==> config.mk <==
export PLATFORM = sky130hd
export DESIGN_NAME = wb_master_arbiter
export DESIGN_NICKNAME = d
export VERILOG_FILES = /design/src/rtl/wb_master_arbiter_pkg.sv /design/src/rtl/wb_arb_timer.sv /design/src/rtl/wb_master_arbiter.sv
export SDC_FILE = /design/constraint.sdc
export NUM_CORES = 1
export LEC_CHECK = 0
export CAP_MARGIN = 20
export CORE_AREA = 2 2 84 86
export DETAILED_ROUTE_END_ITERATION = 10
export DIE_AREA = 0 0 86 88
export GPL_ROUTABILITY_DRIVEN = 0
export PLACE_DENSITY = 0.73
export SLEW_MARGIN = 20
export SYNTH_ARGS = -nofsm -noshare
export SYNTH_HDL_FRONTEND = slang
export SYNTH_SLANG_ARGS = --single-unit
export TNS_END_PERCENT = 10
==> constraint.sdc <==
create_clock -name clk_i -period 2.05 [get_ports clk_i]
set_input_delay 0.41 -clock clk_i [delete_from_list [all_inputs] [get_ports clk_i]]
set_output_delay 0.41 -clock clk_i [all_outputs]
set_load 0.01 [all_outputs]
==> src/rtl/wb_master_arbiter_pkg.sv <==
// Shared encodings for the two-master Wishbone arbiter: owner states double as the one-hot grant.
package wb_master_arbiter_pkg;

  localparam int GNT_M0 = 0;
  localparam int GNT_M1 = 1;

  localparam logic [1:0] GNT_NONE = 2'b00;
  localparam logic [1:0] GNT_0    = 2'b01;
  localparam logic [1:0] GNT_1    = 2'b10;

  // Encoding equals the one-hot grant vector so gnt_o is the state register itself.
  typedef enum logic [1:0] {
    ST_IDLE = 2'b00,
    ST_OWN0 = 2'b01,
    ST_OWN1 = 2'b10
  } state_t;

  function automatic state_t pick_owner(input logic req0, input logic req1,
                                        input logic rr, input logic last_m1);
    if (req0 && req1)
      return (rr && last_m1) ? ST_OWN0 : ST_OWN1;
    else if (req1)
      return ST_OWN1;
    else if (req0)
      return ST_OWN0;
    else
      return ST_IDLE;
  endfunction

endpackage

==> src/rtl/wb_arb_timer.sv <==
// Stall counter with terminal-count flag; only present when WB_ARB_TIMEOUT_EN is defined.
`ifdef WB_ARB_TIMEOUT_EN
module wb_arb_timer #(
  parameter int TIMEOUT_CYCLES = 255
) (
  input  logic clk,
  input  logic rst,
  input  logic clear,
  input  logic inc,
  output logic tc
);

  localparam int W = (TIMEOUT_CYCLES > 2) ? $clog2(TIMEOUT_CYCLES) : 1;

  logic [W-1:0] count;

  always_ff @(posedge clk) begin
    if (rst || clear)
      count <= '0;
    else if (inc && !tc)
      count <= count + W'(1);
  end

  assign tc = (count == W'(TIMEOUT_CYCLES - 1));

endmodule
`endif

==> src/rtl/wb_master_arbiter.sv <==
// Two-master, one-slave Wishbone arbiter with cycle-locked grants.
// Optional stall timeout with error abort when WB_ARB_TIMEOUT_EN is defined.
module wb_master_arbiter
  import wb_master_arbiter_pkg::*;
#(
  parameter int ROUND_ROBIN    = 0,
  parameter int TIMEOUT_CYCLES = 255
) (
  input  logic        clk_i,
  input  logic        rst_i,
  input  logic [31:0] m0_adr_i,
  input  logic [15:0] m0_dat_i,
  output logic [15:0] m0_dat_o,
  input  logic [1:0]  m0_sel_i,
  input  logic        m0_we_i,
  input  logic        m0_cyc_i,
  input  logic        m0_stb_i,
  output logic        m0_ack_o,
  output logic        m0_err_o,
  input  logic [31:0] m1_adr_i,
  input  logic [15:0] m1_dat_i,
  output logic [15:0] m1_dat_o,
  input  logic [1:0]  m1_sel_i,
  input  logic        m1_we_i,
  input  logic        m1_cyc_i,
  input  logic        m1_stb_i,
  output logic        m1_ack_o,
  output logic        m1_err_o,
  output logic [31:0] s_adr_o,
  output logic [15:0] s_dat_o,
  output logic [1:0]  s_sel_o,
  output logic        s_we_o,
  output logic        s_cyc_o,
  output logic        s_stb_o,
  input  logic [15:0] s_dat_i,
  input  logic        s_ack_i,
  output logic [1:0]  gnt_o
);

  if (TIMEOUT_CYCLES < 2) begin : g_bad_timeout
    $error("wb_master_arbiter: TIMEOUT_CYCLES must be >= 2");
  end

  localparam logic RR = (ROUND_ROBIN != 0);

  state_t state;
  logic   last_m1;
  logic   owner_cyc;
  logic   elig0;
  logic   elig1;
  logic   timeout;

  assign owner_cyc = (state == ST_OWN0 && m0_cyc_i) || (state == ST_OWN1 && m1_cyc_i);

`ifdef WB_ARB_TIMEOUT_EN
  logic lock0;
  logic lock1;
  logic stall;
  logic tc;

  assign stall = s_cyc_o & s_stb_o & ~s_ack_i;

  // Entering IDLE always passes through a cycle with s_cyc_o low, so clearing
  // on ~s_cyc_o also covers every grant change.
  wb_arb_timer #(
    .TIMEOUT_CYCLES(TIMEOUT_CYCLES)
  ) u_timer (
    .clk   (clk_i),
    .rst   (rst_i),
    .clear (s_ack_i | ~s_cyc_o | timeout),
    .inc   (stall),
    .tc    (tc)
  );

  assign timeout = tc & stall;

  always_ff @(posedge clk_i) begin
    if (rst_i) begin
      lock0    <= 1'b0;
      lock1    <= 1'b0;
      m0_err_o <= 1'b0;
      m1_err_o <= 1'b0;
    end else begin
      m0_err_o <= timeout && (state == ST_OWN0);
      m1_err_o <= timeout && (state == ST_OWN1);
      if (timeout && state == ST_OWN0)
        lock0 <= 1'b1;
      else if (!m0_cyc_i)
        lock0 <= 1'b0;
      if (timeout && state == ST_OWN1)
        lock1 <= 1'b1;
      else if (!m1_cyc_i)
        lock1 <= 1'b0;
    end
  end

  assign elig0 = m0_cyc_i & ~lock0;
  assign elig1 = m1_cyc_i & ~lock1;
`else
  assign timeout  = 1'b0;
  assign elig0    = m0_cyc_i;
  assign elig1    = m1_cyc_i;
  assign m0_err_o = 1'b0;
  assign m1_err_o = 1'b0;
`endif

  always_ff @(posedge clk_i) begin
    if (rst_i) begin
      state   <= ST_IDLE;
      last_m1 <= 1'b1;
    end else if (timeout) begin
      state <= ST_IDLE;
    end else if (state == ST_IDLE || !owner_cyc) begin
      state <= pick_owner(elig0, elig1, RR, last_m1);
      if (pick_owner(elig0, elig1, RR, last_m1) == ST_OWN0)
        last_m1 <= 1'b0;
      else if (pick_owner(elig0, elig1, RR, last_m1) == ST_OWN1)
        last_m1 <= 1'b1;
    end
  end

  assign gnt_o = state;

  always_comb begin
    s_adr_o = '0;
    s_dat_o = '0;
    s_sel_o = '0;
    s_we_o  = 1'b0;
    s_cyc_o = 1'b0;
    s_stb_o = 1'b0;
    case (state)
      ST_OWN0: begin
        s_adr_o = m0_adr_i;
        s_dat_o = m0_dat_i;
        s_sel_o = m0_sel_i;
        s_we_o  = m0_we_i;
        s_cyc_o = m0_cyc_i;
        s_stb_o = m0_stb_i;
      end
      ST_OWN1: begin
        s_adr_o = m1_adr_i;
        s_dat_o = m1_dat_i;
        s_sel_o = m1_sel_i;
        s_we_o  = m1_we_i;
        s_cyc_o = m1_cyc_i;
        s_stb_o = m1_stb_i;
      end
      default: ;
    endcase
  end

  assign m0_dat_o = s_dat_i;
  assign m1_dat_o = s_dat_i;
  assign m0_ack_o = s_ack_i & gnt_o[GNT_M0];
  assign m1_ack_o = s_ack_i & gnt_o[GNT_M1];

endmodule

==> summary.md <==
| Metric | Value |
|---|---|
| Outcome | `finished with violations` |
| Violated checks | `negative setup slack` |
| Sinks on Clock Net | `2` |
| Maximum buffer depth of the clock tree | `2` |
| Worst setup margin | `-0.117 ns` |
| Worst EP required | `between 1.5 and 2 ns` |
| Total power | `0.000755 W` |
| WL final | `roughly 5600 µm` |
| Via Count | `1751` |
| Final Cell Area | `~0.003 mm²` |
| IO Pins | `216` |
| Worst min path class | `register to register` |
| Count of pins over their slew limit | `0` |
| Commonest non-fill, non-tap cell in the layout | `clkdlybuf4s50_1` |
| Synthesized cell area | `0.00124 mm²` |
| Initial antenna violation count | `0` |
| DP HPWL | `4460 µm` |
| Die height | `88 µm` |
| Syn Inst Count | `176` |
| Max_cap viols | `0` |
| Register bit total from synthesis | `2` |
| DRT iter0 DRCs | `23` |
| Share of cells above drive strength 1 | `7.79%` |
| Post-DRT Antenna Nets | `0` |
| CP endpoint kind | `primary output` |
| Met2 routed wirelength | `between 2000 and 3000 µm` |
| Fmax | `around 460 MHz` |
| GRT Total Usage | `13.0%` |
| Input/output buffers | `165` |
| Crit path arrival time | `~1.8 ns` |
| Peak supply drop | `0.122 mV` |
| Routed len/inst | `between 10 and 15 µm` |
| DRC Markers | `0` |
| Metal3 WL | `~700 µm` |
| Post-place setup slack | `-0.0817 ns` |
| Met1 wire length | `1970 µm` |
| Rows | `30` |
| Startpoint types | `register` |
| Clk_skew | `0.00244 ns` |
| Die area | `0.00757 mm²` |
| Highest metal used | `met4` |
| DIE WIDTH | `86 µm` |
| Pwr per Cell Area | `253 mW/mm²` |
| Minimum clock period | `2.17 ns` |
| Sequential area share after synthesis | `between 3 and 4%` |
| Number of flip-flops in the largest register | `2` |
| Core area | `around 0.0066 mm²` |
| Final hold vios | `0` |
| CTS Hold Buffers Added | `0` |
| CP Max Fanout | `11` |
| TritonCTS buffer count | `3` |
| Leakage power | `about 1.7 nW` |
| Final setup viols | `3` |
| H-tree lvl count | `1` |
| Vias per std cell | `4.51` |
| Most frequent cells in the layout | `clkdlybuf4s50_1 (115), nor2b_1 (54), a22oi_1 (53)` |
| Worst-Skew Late Latency | `between 0.2 and 0.25 ns` |
| CTS tree | `built` |
| Largest net degree at the start of global routing | `29` |
| Avg Inst Size Synth | `7.07 µm²` |
| Synth unique cells | `17` |
| RSZ-0062 raised after global routing | `true` |
| Critical path class | `register to primary output` |
| Period utilisation layout | `106%` |
| Clk pin slew, worst setup/hold paths | `about 0.030 ns` |
| First-pass GRT wire length | `7940 µm` |
| Area Overhead vs Synth | `140%` |
| Final #Nets | `438` |
| Root Buffer | `clkbuf_8` |
| Synth warn | `0` |
| Via count of the first global-routing pass | `1661` |
| Diode count | `0` |
| Starting Density | `a little under a fifth` |
| Drt pass-1 iters | `4` |
| Placed inst area | `between 0.002 and 0.003 mm²` |
| Total gr overflow | `0` |
==> cell type report <==
cell class	instances	area, µm²
Inverter	2	7.51
Sequential cell	2	42.5
Tap cell	80	100
Multi-Input combinational cell	122	882
Clock buffer	3	41.3
Fill cell	662	3660
Timing Repair Buffer	179	1910
==> critical path, stage by stage, from the launching register on <==
cell and delay (ns):
dfxtp_2 0.36, inv_2 0.08, ha_4 0.31, buf_6 0.14, nor2b_1 0.13, clkdlybuf4s50_1 0.54
==> metrics by stage <==
stage | cells | utilization (%) | hold slack, ns | setup TNS (ns)
floorplan | 177 | - | 0.479 | 0
global placement | 384 | 42.1 | 0.624 | -0.0877
detailed placement | 384 | 42.1 | 0.669 | -1.44
CTS | 388 | 43.2 | 0.676 | -8.97
global route | 388 | 45.0 | 0.718 | -0.597
finish | 388 | 45.0 | 0.675 | -0.338
==> per-layer routing <==
metal,GRT usage (%),vias up
met5,0,-
met4,3.17,0
met3,3.49,14
met2,25.4,110
met1,13.6,775
li1,-,852
==> cell usage after synthesis <==
library cell	instances	share of area (%)
nor2b_1	54	27
a22oi_1	53	32
buf_4	35	21
buf_2	8	3.2
clkbuf_1	5	1.5
buf_6	3	2.7
ha_1	3	3.0
a21oi_1	2	0.80
and2_1	2	1.0
dfxtp_1	2	3.2
inv_1	2	0.60
o21ai_0	2	0.80
and2b_1	1	0.60
and3b_1	1	0.70
conb_1	1	0.30
nand2b_1	1	0.50
o32ai_1	1	0.70
==> report_power, final <==
group | total (W) | internal (W) | switching (W) | leakage, nW
combinational | 0.000559 | 0.000369 | 0.000190 | 1.69
clock | 0.000150 | 0.000124 | 0.0000267 | 0.0216
sequential | 0.0000456 | 0.0000423 | 0.00000335 | 0.0172
==> timing repair <==
item	in CTS	in global routing
resized for setup	18	45
setup buffers	0	0
cloned	1	0
setup endpoints to repair	53	52
==> worst paths after layout <==
| check | from | to | slack [ns] | cells past startpoint |
|---|---|---|---|---|
| min | gnt_o[1]$_SDFFE_PP0P_ | gnt_o[1]$_SDFFE_PP0P_ | 0.67 | 3 |
| max reg2reg | gnt_o[0]$_SDFFE_PP0P_ | gnt_o[0]$_SDFFE_PP0P_ | 0.57 | 7 |
| max | gnt_o[0]$_SDFFE_PP0P_ | s_cyc_o | -0.12 | 5 |
| min reg2reg | gnt_o[1]$_SDFFE_PP0P_ | gnt_o[1]$_SDFFE_PP0P_ | 0.67 | 3 |
==> logic make-up (layout without fill, tap and decap cells) <==
family	Yosys count	after routing	share of synthesized area (%)
AND/OR/NAND/NOR	59	59	30.0
AO/OA/AOI/OAI	58	58	34.3
buffers and inverters	53	184	29.2
adder cells (fa/ha/maj)	3	3	3.02
flip-flops	2	2	3.22
other	1	2	0.302
Power figures use the tool's default switching activity.
==> edit 1, RTL diff (same settings) <==
Set the parameter `ROUND_ROBIN` to 1 (it was 0).
--- a/src/rtl/wb_master_arbiter.sv
+++ b/src/rtl/wb_master_arbiter.sv
@@ -5,3 +5,3 @@
 #(
-  parameter int ROUND_ROBIN    = 0,
+  parameter int ROUND_ROBIN    = 1,
   parameter int TIMEOUT_CYCLES = 255
Function: changed (a bounded check fails within 4 cycles, from zero or initial values and one cycle with rst_i high).
==> edit 1 against the original RTL <==
Wire length rose by 2.1%. Setup slack better by 180 ps. Cell count increased by 3.6%. Die area did not move. Power grew 23%. Design area is 0.59% lower. Register-to-register slack hardly changed. Synthesized area grew 6.6%. Sequential cell count increased by 1. Clock skew is 0.53 ps higher. Largest power group unchanged. Highest routed layer unchanged.
==> edit 1: results (changes against the original RTL) <==
Synthesis:
- Top cells by area in the synthesized netlist: sky130_fd_sc_hd__a22oi_1 29%, sky130_fd_sc_hd__nor2b_1 25%, sky130_fd_sc_hd__buf_4 20%, sky130_fd_sc_hd__dfxtp_1 4.5%, sky130_fd_sc_hd__buf_2 3.8% (was sky130_fd_sc_hd__a22oi_1 32%, sky130_fd_sc_hd__nor2b_1 27%, sky130_fd_sc_hd__buf_4 21%, sky130_fd_sc_hd__buf_2 3.2%, sky130_fd_sc_hd__dfxtp_1 3.2%).
- The fraction of the mapped netlist area in adder cells is 0.0377 (was 0.0302).
- The number of different library cells in the post-synthesis netlist was 23 (was 17).
- The fraction of the mapped netlist area in compound gates is 0.342 (was 0.343).
- The synthesized netlist cell count is 184 (was 176).
- The fraction of the yosys area taken by sequential cells was 0.0453 (was 0.0322).
- The post-synthesis register bit count is 3 (was 2).

Global route:
- The pin count of the biggest net entering global routing is 34 (was 29).
- The global-route wire length before repair is 8330 µm (was 7940 µm).
- The number of global-route vias before repair came to 1754 (was 1661).

Outcome:
- Status: finished, final reports clean (was finished with violations).

STA:
- The final clock skew was 2.97 ps (was 2.44 ps).
- The final cycle utilization of the critical path is 0.968 (was 1.06).

Power and ir drop:
- The reported leakage power came to 0.00119 µW (was 0.00173 µW).
- The maximum VDD drop is 0.275 mV (was 0.122 mV).

Worst setup path:
- The capturing point of the worst reg2reg path is last_m1$_SDFFE_PP1P_ (was gnt_o[0]$_SDFFE_PP0P_).
- The worst setup path startpoint is gnt_o[1]$_SDFFE_PP0P_ (was gnt_o[0]$_SDFFE_PP0P_).
- The largest stage delay on the critical path is 340 ps (was 540 ps).
- The maximum net fanout on the critical path is 32 (was 11).
- The cell with the largest stage delay on the worst path is sky130_fd_sc_hd__dfxtp_1 (was sky130_fd_sc_hd__clkdlybuf4s50_1).
- The capturing instance or port of the critical path is s_adr_o[2] (was s_cyc_o).

Cells and area:
- The count of non-CTS buffers in the layout was 184 (was 179).
- The net count reported at finish is 452 (was 438).
- The multi-input gate share of the layout cell area is 0.346 (was 0.295).
- The ratio of cells with drive above 1 in the final layout is 0.211 (was 0.0779).
- The area occupied by registers is 61.3 µm² (was 42.5 µm²).
- The non-clock buffer contribution to total cell area is 0.580 (was 0.641).

Detailed routing:
- The via count is 1867 (was 1751).

Worst hold path:
- The startpoint of the tightest hold check path is last_m1$_SDFFE_PP1P_ (was gnt_o[1]$_SDFFE_PP0P_).

Placed design:
- The number of placed cells counting well taps came to 397 (was 384).
[edit 1: cell count changes after synthesis, sizes merged, moves of 2 or more]
cell     unedited run  this run
nor3b               0         2
a21oi               2         0
o41ai               0         2
o2111ai             0         2
o21ai               2         0
nor2b              54        52
nand2               0         2
[edit 1: layer usage]
| metal | track usage | vias to the layer above | part of all wire |
|---|---|---|---|
| met2 | 0.260 | 92 | 0.53 |
| li1 | - | 903 | - |
| met5 | 0 | - | 0 |
| met4 | 0.0245 | 0 | 0.0064 |
| met1 | 0.145 | 865 | 0.37 |
| met3 | 0.0415 | 7 | 0.095 |
[edit 1: repair_timing]
| action | CTS | global route |
|---|---|---|
| buffers inserted | 1 | 0 |
| endpoints found under the setup margin | 53 | 21 |
| resized for setup | 103 | 37 |
| cloned | 1 | 0 |
| pin swaps | 0 | 3 |
[edit 1: metrics by stage]
stage | area (µm²) | hold WS (ps) | utilization
2_1_floorplan | 1330 | 512 | -
3_3_place_gp | 2950 | 605 | 0.445
3_5_place_dp | 2950 | 611 | 0.445
4_1_cts | 2990 | 619 | 0.450
5_1_grt | 2970 | 676 | 0.447
6_report | 2970 | 624 | 0.447
[edit 1: report_power, final]
group / total (µW) / switching (µW) / internal (µW) / leakage (µW)
registers: 71.6 / 5.93 / 65.7 / 0.0000251
clock network: 175 / 42.3 / 133 / 0.0000228
logic: 683 / 258 / 426 / 0.00114
total: 930 / 306 / 624 / 0.00119
[edit 1: cells by family (layout without fill, tap and decap cells)]
| logic type | count (synthesis) | in the layout |
|---|---|---|
| buf+inv | 54 | 191 |
| fa+ha+maj | 4 | 4 |
| compound gates | 58 | 58 |
| other cells | 1 | 2 |
| simple gates | 64 | 64 |
| flops | 3 | 3 |
==> edit 2, RTL diff (same flow settings) <==
Without the edit above. The option `WB_ARB_TIMEOUT_EN` is turned on by a define.
--- a/src/rtl/wb_arb_timer.sv
+++ b/src/rtl/wb_arb_timer.sv
@@ -1,2 +1,4 @@
 // Stall counter with terminal-count flag; only present when WB_ARB_TIMEOUT_EN is defined.
+`define WB_ARB_TIMEOUT_EN
+
 `ifdef WB_ARB_TIMEOUT_EN
Check against the original RTL: same outputs for any inputs over 10 cycles, from zero or initial values and one cycle with rst_i high; that may be too few to reach the edited logic, so the function may still have changed.
==> edit 2 against the original RTL <==
The flow still finishes with violations (setup timing). Wire length increased by 38%. Die area unchanged. Setup slack improved by 34 ps. Count of clock-buffer cells in the layout unchanged. Register-to-register slack got worse by 620 ps. Synthesized area increased by 44%. Power increased by 43%. Clock power increased by 54%. Sequential cell count increased by 12. First-iteration DRC count increased to 5.8 times the old value. Maximum frequency increased by 1.6%. Clock skew increased by 1.5 ps. Design area increased by 19%. Global-route usage increased by 4.7 points. Critical path type unchanged. Critical endpoint is now s_adr_o[24]. Largest power group unchanged.
==> edit 2: results (changes against the original RTL) <==
Outcome:
- Status: finished with violations (unchanged).
- Violated checks: setup timing (unchanged).

Global route:
- The pin count of the biggest net entering global routing is 41 (was 29).
- The overall fraction of global-route tracks in use is 0.176 (was 0.130).

Placed design:
- The cell area after placement is 3460 µm² (was 2800 µm²).
- The number of port buffers was 167 (was 165).

STA:
- The final-layout setup total negative slack came to -718 ps (was -338 ps).
- The slack of the critical path is -82.9 ps (was -117 ps).
- The final clock skew came to 3.95 ps (was 2.44 ps).
- The final number of setup-violating endpoints is 15 (was 3).
- The worst hold margin came to 476 ps (was 675 ps).

Worst setup path:
- The worst setup path startpoint is gnt_o[1]$_SDFFE_PP0P_ (was gnt_o[0]$_SDFFE_PP0P_).
- The worst reg2reg path depth is 8 (was 7).
- The cell with the largest stage delay on the worst path is sky130_fd_sc_hd__dfxtp_4 (was sky130_fd_sc_hd__clkdlybuf4s50_1).
- The reg-to-reg critical path startpoint was gnt_o[1]$_SDFFE_PP0P_ (was gnt_o[0]$_SDFFE_PP0P_).
- The maximum net fanout on the critical path is 27 (was 11).

Detailed routing:
- The wire length on met3 came to 695 µm (was 692 µm).
- The total met2 wirelength after detailed routing came to 4090 µm (was 2900 µm).
- The DRC marker count from the first detailed-route iteration came to 133 (was 23).

Clock network:
- The number of post-CTS setup repair buffers was 2 (was 0).
- The clock edge transition at the registers on the reported setup and hold paths came to 60 ps (was 30 ps).

Cells and area:
- The ratio of cells with drive above 1 in the final layout came to 0.286 (was 0.0779).
- The flip-flop count of the largest register after layout came to 8 (was 2).

Synthesis:
- The fraction of the yosys area taken by sequential cells was 0.156 (was 0.0322).
- Top cells by area in the synthesized netlist: sky130_fd_sc_hd__a22oi_1 21%, sky130_fd_sc_hd__nor2b_1 19%, sky130_fd_sc_hd__dfxtp_1 16%, sky130_fd_sc_hd__buf_4 14%, sky130_fd_sc_hd__clkbuf_1 3.6% (was sky130_fd_sc_hd__a22oi_1 32%, sky130_fd_sc_hd__nor2b_1 27%, sky130_fd_sc_hd__buf_4 21%, sky130_fd_sc_hd__buf_2 3.2%, sky130_fd_sc_hd__dfxtp_1 3.2%).

Power and ir drop:
- The switching part of the total power is 0.287 (was 0.291).
- The combinational power was 571 µW (was 559 µW).
- The reported leakage power came to 0.00133 µW (was 0.00173 µW).

Worst hold path:
- The end point of the worst hold path is u_timer.count[7]$_SDFFE_PP0P_ (was gnt_o[1]$_SDFFE_PP0P_).
## edit 2: area by class of cell
cell class,instances,share of cell area
timing repair buffer,198,0.500
multi-input combinational,166,0.374
sequential,14,0.0808
tap,80,0.0281
inverter,4,0.00562
clock buffer,3,0.0116
## edit 2: per-layer routing
metal	vias to the layer above	global-route usage
met5	-	0
met4	0	0.0303
met3	12	0.0537
met2	117	0.318
met1	1085	0.209
li1	1133	-
## edit 2: cells by family (layout without fill, tap and decap cells)
| kind of cell | after synthesis | count (layout) | share of synthesized area |
|---|---|---|---|
| mux | 1 | 1 | 0.00558 |
| simple gates | 87 | 88 | 0.307 |
| compound gates | 72 | 72 | 0.302 |
| flops | 14 | 14 | 0.156 |
| fa+ha+maj | 5 | 5 | 0.0349 |
| buf+inv | 57 | 205 | 0.195 |
## edit 2: through the flow
step | worst slack [ps] | util
after floorplan | -37.1 | -
after global placement | -308 | 0.520
after detailed placement | -320 | 0.520
after CTS | -204 | 0.533
after global routing | -145 | 0.536
final | -82.9 | 0.536
